<file path="config.mk">
export PLATFORM = sky130hd
export DESIGN_NAME = sram_controller_flat
export DESIGN_NICKNAME = d
export VERILOG_FILES = /design/src/rtl/sram_ctrl_pkg.sv /design/src/rtl/sram_ctrl_if.sv /design/src/rtl/sram_ctrl_timer.sv /design/src/rtl/sram_controller.sv /design/src/flat_wrapper.sv
export SDC_FILE = /design/constraint.sdc
export NUM_CORES = 1
export LEC_CHECK = 0
export ABC_AREA = 1
export CORE_MARGIN = 8
export CORE_UTILIZATION = 42
export DETAILED_ROUTE_END_ITERATION = 10
export GPL_ROUTABILITY_DRIVEN = 1
export PLACE_DENSITY = 0.79
export SETUP_SLACK_MARGIN = 0.5
export SKIP_LAST_GASP = 1
export SLEW_MARGIN = 20
export SYNTH_ARGS = -nofsm -noshare
export SYNTH_HDL_FRONTEND = slang
export SYNTH_SLANG_ARGS = --single-unit
</file>
<file path="constraint.sdc">
create_clock -name clk -period 1.6 [get_ports clk]
set_input_delay 0.32 -clock clk [delete_from_list [all_inputs] [get_ports clk]]
set_output_delay 0.32 -clock clk [all_outputs]
set_load 0.05 [all_outputs]
</file>
<file path="src/rtl/sram_ctrl_pkg.sv">
// Shared types and defaults for the asynchronous SRAM controller.
package sram_ctrl_pkg;

  localparam int unsigned DEF_DATA_WIDTH   = 8;
  localparam int unsigned DEF_ADDR_WIDTH   = 11;
  localparam int unsigned DEF_RAM_DEPTH    = 2048;
  localparam int unsigned DEF_SETUP_CYCLES = 1;
  localparam int unsigned DEF_PULSE_CYCLES = 2;
  localparam int unsigned DEF_HOLD_CYCLES  = 1;
  localparam int unsigned DEF_READ_CYCLES  = 2;

  typedef enum logic [2:0] {
    IDLE      = 3'd0,
    WR_SETUP  = 3'd1,
    WR_PULSE  = 3'd2,
    WR_HOLD   = 3'd3,
    RD_ACCESS = 3'd4,
    CLEAR     = 3'd5
  } state_e;

  // Largest of the four timing parameters.
  function automatic int unsigned max_cycles(input int unsigned a, input int unsigned b,
                                             input int unsigned c, input int unsigned d);
    int unsigned m;
    m = a;
    if (b > m) m = b;
    if (c > m) m = c;
    if (d > m) m = d;
    return m;
  endfunction

  // Counter width able to hold max_cyc-1 down to 0 with a little headroom.
  function automatic int unsigned timer_width(input int unsigned max_cyc);
    return (max_cyc < 1) ? 1 : $clog2(max_cyc + 1);
  endfunction

endpackage

</file>
<file path="src/rtl/sram_ctrl_if.sv">
// Request/response port between the CPU side and the SRAM controller.
interface sram_ctrl_if
  import sram_ctrl_pkg::*;
#(
  parameter int unsigned DATA_WIDTH = DEF_DATA_WIDTH,
  parameter int unsigned ADDR_WIDTH = DEF_ADDR_WIDTH
) ();

  logic                  req_valid;
  logic                  req_ready;
  logic                  req_write;
  logic [ADDR_WIDTH-1:0] req_addr;
  logic [DATA_WIDTH-1:0] req_wdata;
  logic                  rsp_valid;
  logic [DATA_WIDTH-1:0] rsp_rdata;

  modport master (
    output req_valid, req_write, req_addr, req_wdata,
    input  req_ready, rsp_valid, rsp_rdata
  );

  modport slave (
    input  req_valid, req_write, req_addr, req_wdata,
    output req_ready, rsp_valid, rsp_rdata
  );

endinterface

</file>
<file path="src/rtl/sram_ctrl_timer.sv">
// Loadable down-counter shared by every timed state of the SRAM controller.
module sram_ctrl_timer #(
  parameter int unsigned WIDTH = 2
) (
  input  logic             clk,
  input  logic             rst_n,
  input  logic             load,
  input  logic [WIDTH-1:0] load_value,
  output logic             zero_c
);

  logic [WIDTH-1:0] count_q;

  // Load on state entry, otherwise count down and stop at zero.
  always_ff @(posedge clk or negedge rst_n) begin
    if (!rst_n) begin
      count_q <= '0;
    end else if (load) begin
      count_q <= load_value;
    end else if (count_q != '0) begin
      count_q <= count_q - WIDTH'(1);
    end
  end

  assign zero_c = (count_q == '0);

endmodule

</file>
<file path="src/rtl/sram_controller.sv">
// Clocked valid/ready front end driving an asynchronous SRAM (WE#/OE# strobes).
// Optional power-on clear of the whole array: define SRAM_CTRL_CLEAR_EN.
module sram_controller
  import sram_ctrl_pkg::*;
#(
  parameter int unsigned DATA_WIDTH   = DEF_DATA_WIDTH,
  parameter int unsigned ADDR_WIDTH   = DEF_ADDR_WIDTH,
  parameter int unsigned RAM_DEPTH    = DEF_RAM_DEPTH,
  parameter int unsigned SETUP_CYCLES = DEF_SETUP_CYCLES,
  parameter int unsigned PULSE_CYCLES = DEF_PULSE_CYCLES,
  parameter int unsigned HOLD_CYCLES  = DEF_HOLD_CYCLES,
  parameter int unsigned READ_CYCLES  = DEF_READ_CYCLES
) (
  input  logic                  clk,
  input  logic                  rst_n,
  sram_ctrl_if.slave            bus,
  output logic [ADDR_WIDTH-1:0] sram_address,
  output logic [DATA_WIDTH-1:0] sram_data_out,
  output logic                  sram_data_drive,
  input  logic [DATA_WIDTH-1:0] sram_data_in,
  output logic                  sram_write_enable,
  output logic                  sram_output_enable
);

  localparam int unsigned TMR_W =
    timer_width(max_cycles(SETUP_CYCLES, PULSE_CYCLES, HOLD_CYCLES, READ_CYCLES));

  localparam logic [TMR_W-1:0] SETUP_LOAD = TMR_W'(SETUP_CYCLES - 1);
  localparam logic [TMR_W-1:0] PULSE_LOAD = TMR_W'(PULSE_CYCLES - 1);
  localparam logic [TMR_W-1:0] HOLD_LOAD  = TMR_W'(HOLD_CYCLES - 1);
  localparam logic [TMR_W-1:0] READ_LOAD  = TMR_W'(READ_CYCLES - 1);

`ifdef SRAM_CTRL_CLEAR_EN
  localparam state_e RESET_STATE = CLEAR;
  localparam logic   RESET_READY = 1'b0;
  localparam logic [ADDR_WIDTH-1:0] LAST_ADDR = ADDR_WIDTH'(RAM_DEPTH - 1);
`else
  localparam state_e RESET_STATE = IDLE;
  localparam logic   RESET_READY = 1'b1;
`endif

  // Reject parameter sets the strobe sequencing cannot honour.
  if (SETUP_CYCLES < 1 || PULSE_CYCLES < 1 || HOLD_CYCLES < 1 || READ_CYCLES < 1 ||
      RAM_DEPTH < 1 || RAM_DEPTH > (32'd1 << ADDR_WIDTH)) begin : g_param_check
    $error("sram_controller: timing parameters must be >= 1 and RAM_DEPTH must fit ADDR_WIDTH");
  end

  state_e                state_q, state_d;
  logic                  we_n_q, we_n_d;
  logic                  oe_n_q, oe_n_d;
  logic                  drive_q, drive_d;
  logic [ADDR_WIDTH-1:0] addr_q, addr_d;
  logic [DATA_WIDTH-1:0] wdata_q, wdata_d;
  logic                  rsp_valid_q, rsp_valid_d;
  logic [DATA_WIDTH-1:0] rsp_rdata_q, rsp_rdata_d;
  logic                  req_ready_q, req_ready_d;
  logic                  tmr_load;
  logic [TMR_W-1:0]      tmr_value;
  logic                  tmr_zero;

`ifdef SRAM_CTRL_CLEAR_EN
  logic [ADDR_WIDTH-1:0] clr_addr_q, clr_addr_d;
  logic                  clearing_q, clearing_d;
`endif

  sram_ctrl_timer #(
    .WIDTH(TMR_W)
  ) u_timer (
    .clk       (clk),
    .rst_n     (rst_n),
    .load      (tmr_load),
    .load_value(tmr_value),
    .zero_c    (tmr_zero)
  );

  // State and bus registers; reset parks both strobes high and releases the data bus.
  always_ff @(posedge clk or negedge rst_n) begin
    if (!rst_n) begin
      state_q     <= RESET_STATE;
      we_n_q      <= 1'b1;
      oe_n_q      <= 1'b1;
      drive_q     <= 1'b0;
      addr_q      <= '0;
      wdata_q     <= '0;
      rsp_valid_q <= 1'b0;
      rsp_rdata_q <= '0;
      req_ready_q <= RESET_READY;
    end else begin
      state_q     <= state_d;
      we_n_q      <= we_n_d;
      oe_n_q      <= oe_n_d;
      drive_q     <= drive_d;
      addr_q      <= addr_d;
      wdata_q     <= wdata_d;
      rsp_valid_q <= rsp_valid_d;
      rsp_rdata_q <= rsp_rdata_d;
      req_ready_q <= req_ready_d;
    end
  end

`ifdef SRAM_CTRL_CLEAR_EN
  // Clear sequencer: restarts from address 0 on every reset.
  always_ff @(posedge clk or negedge rst_n) begin
    if (!rst_n) begin
      clr_addr_q <= '0;
      clearing_q <= 1'b1;
    end else begin
      clr_addr_q <= clr_addr_d;
      clearing_q <= clearing_d;
    end
  end
`endif

  // Next state, next bus values and timer loads.
  always_comb begin
    state_d     = state_q;
    we_n_d      = 1'b1;
    oe_n_d      = 1'b1;
    drive_d     = drive_q;
    addr_d      = addr_q;
    wdata_d     = wdata_q;
    rsp_valid_d = 1'b0;
    rsp_rdata_d = rsp_rdata_q;
    tmr_load    = 1'b0;
    tmr_value   = '0;
`ifdef SRAM_CTRL_CLEAR_EN
    clr_addr_d  = clr_addr_q;
    clearing_d  = clearing_q;
`endif

    case (state_q)
      IDLE: begin
        if (bus.req_valid && req_ready_q) begin
          addr_d   = ADDR_WIDTH'(bus.req_addr);
          tmr_load = 1'b1;
          if (bus.req_write) begin
            wdata_d   = DATA_WIDTH'(bus.req_wdata);
            drive_d   = 1'b1;
            state_d   = WR_SETUP;
            tmr_value = SETUP_LOAD;
          end else begin
            drive_d   = 1'b0;
            oe_n_d    = 1'b0;
            state_d   = RD_ACCESS;
            tmr_value = READ_LOAD;
          end
        end
      end

      WR_SETUP: begin
        if (tmr_zero) begin
          we_n_d    = 1'b0;
          state_d   = WR_PULSE;
          tmr_load  = 1'b1;
          tmr_value = PULSE_LOAD;
        end
      end

      WR_PULSE: begin
        // The SRAM commits on the WE# rising edge that enters WR_HOLD.
        we_n_d = 1'b0;
        if (tmr_zero) begin
          we_n_d    = 1'b1;
          state_d   = WR_HOLD;
          tmr_load  = 1'b1;
          tmr_value = HOLD_LOAD;
        end
      end

      WR_HOLD: begin
        if (tmr_zero) begin
          state_d = IDLE;
          drive_d = 1'b0;
`ifdef SRAM_CTRL_CLEAR_EN
          if (clearing_q) begin
            if (clr_addr_q == LAST_ADDR) begin
              clearing_d = 1'b0;
            end else begin
              clr_addr_d = clr_addr_q + ADDR_WIDTH'(1);
              addr_d     = clr_addr_q + ADDR_WIDTH'(1);
              wdata_d    = '0;
              drive_d    = 1'b1;
              state_d    = WR_SETUP;
              tmr_load   = 1'b1;
              tmr_value  = SETUP_LOAD;
            end
          end
`endif
        end
      end

      RD_ACCESS: begin
        oe_n_d = 1'b0;
        if (tmr_zero) begin
          oe_n_d      = 1'b1;
          rsp_valid_d = 1'b1;
          rsp_rdata_d = sram_data_in;
          state_d     = IDLE;
        end
      end

`ifdef SRAM_CTRL_CLEAR_EN
      CLEAR: begin
        addr_d    = clr_addr_q;
        wdata_d   = '0;
        drive_d   = 1'b1;
        state_d   = WR_SETUP;
        tmr_load  = 1'b1;
        tmr_value = SETUP_LOAD;
      end
`endif

      default: begin
        state_d = IDLE;
        drive_d = 1'b0;
      end
    endcase

    req_ready_d = (state_d == IDLE);
  end

  assign sram_address       = addr_q;
  assign sram_data_out      = wdata_q;
  assign sram_data_drive    = drive_q;
  assign sram_write_enable  = we_n_q;
  assign sram_output_enable = oe_n_q;
  assign bus.req_ready      = req_ready_q;
  assign bus.rsp_valid      = rsp_valid_q;
  assign bus.rsp_rdata      = rsp_rdata_q;

endmodule

</file>
<file path="src/flat_wrapper.sv">
// flat-port wrapper written by rule: the top's interface ports become plain ports
module sram_controller_flat import sram_ctrl_pkg::*;
#(
  parameter int unsigned DATA_WIDTH   = DEF_DATA_WIDTH,
  parameter int unsigned ADDR_WIDTH   = DEF_ADDR_WIDTH,
  parameter int unsigned RAM_DEPTH    = DEF_RAM_DEPTH,
  parameter int unsigned SETUP_CYCLES = DEF_SETUP_CYCLES,
  parameter int unsigned PULSE_CYCLES = DEF_PULSE_CYCLES,
  parameter int unsigned HOLD_CYCLES  = DEF_HOLD_CYCLES,
  parameter int unsigned READ_CYCLES  = DEF_READ_CYCLES
)
  (clk, rst_n, sram_address, sram_data_out, sram_data_drive, sram_data_in, sram_write_enable, sram_output_enable, bus_req_valid, bus_req_write, bus_req_addr, bus_req_wdata, bus_req_ready, bus_rsp_valid, bus_rsp_rdata);
  sram_ctrl_if #(.DATA_WIDTH(DATA_WIDTH), .ADDR_WIDTH(ADDR_WIDTH)) bus_i ();
  input  logic clk;
  input  logic rst_n;
  output logic [ADDR_WIDTH-1:0] sram_address;
  output logic [DATA_WIDTH-1:0] sram_data_out;
  output logic sram_data_drive;
  input  logic [DATA_WIDTH-1:0] sram_data_in;
  output logic sram_write_enable;
  output logic sram_output_enable;
  input wire logic [$bits(bus_i.req_valid)-1:0] bus_req_valid;
  input wire logic [$bits(bus_i.req_write)-1:0] bus_req_write;
  input wire logic [$bits(bus_i.req_addr)-1:0] bus_req_addr;
  input wire logic [$bits(bus_i.req_wdata)-1:0] bus_req_wdata;
  output wire logic [$bits(bus_i.req_ready)-1:0] bus_req_ready;
  output wire logic [$bits(bus_i.rsp_valid)-1:0] bus_rsp_valid;
  output wire logic [$bits(bus_i.rsp_rdata)-1:0] bus_rsp_rdata;
  assign bus_i.req_valid = bus_req_valid;
  assign bus_i.req_write = bus_req_write;
  assign bus_i.req_addr = bus_req_addr;
  assign bus_i.req_wdata = bus_req_wdata;
  assign bus_req_ready = bus_i.req_ready;
  assign bus_rsp_valid = bus_i.rsp_valid;
  assign bus_rsp_rdata = bus_i.rsp_rdata;
  sram_controller #(.DATA_WIDTH(DATA_WIDTH), .ADDR_WIDTH(ADDR_WIDTH), .RAM_DEPTH(RAM_DEPTH), .SETUP_CYCLES(SETUP_CYCLES), .PULSE_CYCLES(PULSE_CYCLES), .HOLD_CYCLES(HOLD_CYCLES), .READ_CYCLES(READ_CYCLES)) u_core (.clk(clk), .rst_n(rst_n), .bus(bus_i), .sram_address(sram_address), .sram_data_out(sram_data_out), .sram_data_drive(sram_data_drive), .sram_data_in(sram_data_in), .sram_write_enable(sram_write_enable), .sram_output_enable(sram_output_enable));
endmodule
</file>
---- After elaboration in Yosys (flattened, before gate mapping) ----
Cells that the tools add are included.
Widths: inputs -> output; s select.
word-level totals
  output and inout bits ................... 32
  bits of input ports ..................... 31
  register bits ........................... 37
  logic and storage cells ................. 55
operators by class
  equal/unequal tests ..................... 6
  mux-type cells .......................... 24
  reductions and logical operators ........ 13
  add/subtract/negate cells ............... 1
  bitwise gates (word level) .............. 1
operator list
  kind                 count
  $mux 3               5
  $pmux 3 s4           1
  $mux 1               10
  $eq 3x2->1 const B   2
  $logic_not 3->1      2
  $mux 2               3
  $pmux 1 s2           3
  $reduce_and 3->1     2
  $ne 2x1->1 const B   2
  $pmux 2 s2           1
  $reduce_and 2->1     2
  $reduce_bool 2->1    2
  $reduce_or 2->1      2
  $eq 3x1->1 const B   1
  $eq 3x3->1 const B   1
  $pmux 1 s3           1
  $reduce_or 3->1      1
  $logic_not 2->1      1
  $sub 2x1->2 const B  1
  $logic_and 1x1->1    1
  $not 1->1            1

---- Longest topological paths before layout ----
  word-level depth ........................ 4
  gate-level depth with buffers ........... 9
  gate-level depth less buffers ........... 8

---- Cells and area by module ----
From an unflattened synthesis, not the netlist that was laid out.
unflattened totals
  cells, all modules ...................... 187
  area total of the unflattened synthesis .. 1689.1 µm²
by module, submodules not included
  module           sequential area each (µm²)  instances  cells an instance  area each (µm²)
  sram_controller  879.6                       1          170                1569.0
  sram_ctrl_timer  50.0                        1          17                 120.1

---- Worst setup path before layout ----
OpenSTA, ideal clock, no wires.
  path type ............................... reg2reg
  from .................................... reg u_core.req_ready_q, in the netlist u_core.bus.req_ready
  to ...................................... reg u_core.wdata_q[0], in the netlist u_core.sram_data_out[0]
  stages on the path, launching flop included .. 6
  data arrival time ....................... 1.274 ns
  path slack .............................. 0.206 ns
  period minus slack after synthesis ...... 1.394 ns
  library setup time ...................... 0.119 ns
  cells stage by stage .................... dfstp_2 nand3_1 nor2_4 inv_2 nand2_1 nand2_1
on the way
  word-level cells in the longest chain between the ends .. 2
RTL lines
  element                     RTL line                source
  start: declaration          sram_controller.sv:56   logic req_ready_q, req_ready_d;
  start signal: assignment    sram_controller.sv:97   req_ready_q <= req_ready_d;
  $logic_and 1x1->1           sram_controller.sv:133  if (bus.req_valid && req_ready_q) begin
  $reduce_and 3->1 (no line)  n/a
  end signal: assignment      sram_controller.sv:94   wdata_q <= wdata_d;
  end: declaration            sram_controller.sv:53   logic [DATA_WIDTH-1:0] wdata_q, wdata_d;
No other way between the ends.
A chain may end at the register's enable or synchronous reset.

---- Worst setup path after layout ----
  from .................................... reg u_core.req_ready_q, in the netlist u_core.bus.req_ready
  to ...................................... out bus_req_ready
RTL lines
  element           RTL line            source
  end: declaration  flat_wrapper.sv:26  output wire logic [$bits(bus_i.req_ready)-1:0] bus_req_ready;
No word-level cell between the ends.

==> results.json <==
{
  "outcome": "completed",
  "gr-usage-all-layers_pct": 14.1,
  "path_cells": "buf_12",
  "synth_area_leader_cell": "dfrtp_1",
  "routed_via_density": 4.57,
  "cts_max_level": 2,
  "cp_slowest_cell": "dfstp_4",
  "initial_utilization_pct": 43.0,
  "cpPeakStageDelay_ps": 650,
  "drtAntennaViolNets": 0,
  "synthFlopType": "dfrtp_1",
  "cp.required_ps": 1280,
  "utilization_pct": 76.0,
  "synth.net_count": 209,
  "hpwl_um": 2690,
  "synth_cell_types": 18,
  "seq_area_frac_synth_pct": 60.5,
  "maxSlewViolCount": 0,
  "die_area_sq_mm": 0.00585,
  "drive_gt1_share_pct": 41.0,
  "finalNonFillerCells": 321,
  "die_w_um": 76.5,
  "synth_most_common_cell": "nand2_1",
  "postSynthAreaPerCell_sq_um": 8.69,
  "drc": 0,
  "n_antenna_cell": 0,
  "rsz0062_at_grt": "true",
  "holdWs_ps": 407,
  "crit_path_end_kind": "output pin",
  "synth_commonest_cells": "nand2_1, dfrtp_1, nor2_1",
  "design.core.area_sq_mm": 0.00358,
  "syn_to_final_growth_pct": 77.0,
  "worst_slew_pin_slew_ps": 293,
  "ys_top_cells_by_area": "dfrtp_1, nand2_1, dfstp_2, nor2_1, nand3_1",
  "cts_sinks": 37,
  "dr_total_vias": 1466,
  "period_share_pct": 90.8,
  "syn_area_sq_mm": 0.00154,
  "period_minus_slack_ps": 1450,
  "ir_worst_vdd_uv": 1520,
  "path_buf_inv": 1,
  "clk_path_buf_depth": 2,
  "criticalPathCategory": "reg2out",
  "synthArstFlopShare_pct": 100,
  "num-nets-final": 304,
  "critical_path_peak_fanout": 2,
  "finalSetupTns_ps": 0,
  "fin_ws_ps": 147,
  "placed_area_sq_mm": 0.00221,
  "hold_viol": 0,
  "grt_start_max_net_pins": 23,
  "grt_pass1_wl_um": 6710,
  "fillers": 260,
  "pin_count": 63,
  "worstSkewPairLatency_ps": 350,
  "relSlewSlack_pct": 80.4,
  "synthDominantCellAreaShare_pct": 55.3,
  "gp_congestion": 0.797,
  "drt_wl_total_um": 4260,
  "place_inst": 288,
  "start_kind": "register",
  "cts_made_buffers": 5,
  "total_power_mw": 6.42,
  "rows": 22,
  "setup_viol": 0,
  "power_leakage_nw": 1.39,
  "synth.ff_latch_count": 37,
  "hp-class": "in2async",
  "root_buffer": "clkbuf_4",
  "fmax_mhz": 688,
  "grt_pass1_vias": 1521,
  "syn_inst": 177,
  "grt.overflow.total": 0,
  "clk_pin_slew_worst_paths_ps": 110,
  "dr.pass1.iters": 4,
  "wire_per_inst_um": 13.3,
  "synth_edf_count": 0,
  "drt_iter0_markers": 35,
  "fin_skew_ps": 7.39,
  "antenna_found_initial": 0,
  "numPortBuffers": 62,
  "arrival_ps": 1130,
  "worst_path_dominant_cell_family": "flip-flops",
  "pre_cts_ws_ps": 131,
  "design_area_sq_mm": 0.00272,
  "power.density_mw_per_mm2": 2360,
  "die_h_um": 76.5,
  "yosys_warnings": 0,
  "drv_cap": 0,
  "cts_tree": "done"
}
==> flip-flops by register name, summed over array words and instances, names as in the netlist <==
register and flops:
u_core.bus.req_ready 1, u_core.sram_data_drive 1, u_core.state_q 3, u_core.sram_write_enable 1, u_core.u_timer.count_q 2, u_core.sram_data_out 8
u_core.bus.rsp_rdata 8, u_core.bus.rsp_valid 1, u_core.sram_output_enable 1, u_core.sram_address 11
==> area by class of cell <==
class | instances | area, sq um | area share [%]
clock inverters | 1 | 30.0 | 1.10
repair buffers | 89 | 908 | 33.4
repair inverters | 1 | 8.76 | 0.322
well taps | 48 | 60.1 | 2.21
clock buffers | 7 | 55.1 | 2.02
flip-flops and latches | 37 | 935 | 34.3
multi-input cells | 126 | 662 | 24.3
inverters | 12 | 62.6 | 2.30
==> final timing paths <==
| path | cells after the start | start | slack, ps | end |
|---|---|---|---|---|
| min reg2reg | 2 | u_core.sram_data_out[3]$_DFFE_PN0P_ | 500 | u_core.sram_data_out[3]$_DFFE_PN0P_ |
| min in group clk | 3 | bus_req_wdata[0] | 500 | u_core.sram_data_out[0]$_DFFE_PN0P_ |
| max in group asynchronous | 3 | rst_n | 690 | u_core.sram_data_out[7]$_DFFE_PN0P_ |
| min | 2 | rst_n | 410 | u_core.sram_data_out[2]$_DFFE_PN0P_ |
| max | 1 | u_core.bus.req_ready$_DFF_PN1_ | 150 | bus_req_ready |
| max reg2reg | 6 | u_core.bus.req_ready$_DFF_PN1_ | 200 | u_core.sram_address[1]$_DFFE_PN0P_ |
==> cell families (layout without fill, tap and decap cells) <==
family	Yosys count	after routing	share of synthesized area [%]
adders and majority gates	1	1	0.814
and+or+nand+nor	122	123	33.4
DFF	37	37	60.5
buffers and inverters	15	110	4.47
xor gates and xnor gates	1	1	0.570
AOI/OAI and AO/OA	1	1	0.325
==> placed cells by master (no fill, tap or decap), types with 2 or more instances in the layout <==
cell type / n
nand3_2: 8
nor2_4: 5
clkdlybuf4s50_1: 29
clkinv_4: 2
inv_6: 2
dfrtp_1: 33
clkbuf_4: 6
nor2_2: 3
nor2_1: 5
nand2_2: 13
nand2_4: 2
buf_12: 3
inv_2: 4
buf_6: 32
dfstp_2: 2
nand2_1: 84
inv_1: 4
buf_4: 22
==> what timing repair did <==
item                                    4_1_cts  5_1_grt
hold buffers                                  1        0
gates cloned                                  3        0
setup buffers                                 8       13
endpoints found under the hold margin        18        0
endpoints found under the setup margin       68       85
gates resized for setup                      52       20
pin swaps                                     4        5
==> where the power goes <==
part           total, mW  switching, mW  internal, mW  leakage [nW]
registers           1.72          0.325          1.40         0.445
clock network      0.686          0.313         0.373        0.0455
logic               4.01           2.39          1.62         0.897
==> layer usage <==
metal  track usage (%)  up-vias  wire length [um]
met4              8.08        0               131
met1              14.8      664              1660
met2              23.1       59              2140
met3              5.90       14               329
met5                 0        -                 0
li1                  -      729                 -
Note: power is estimated with default switching activity, not from simulation.
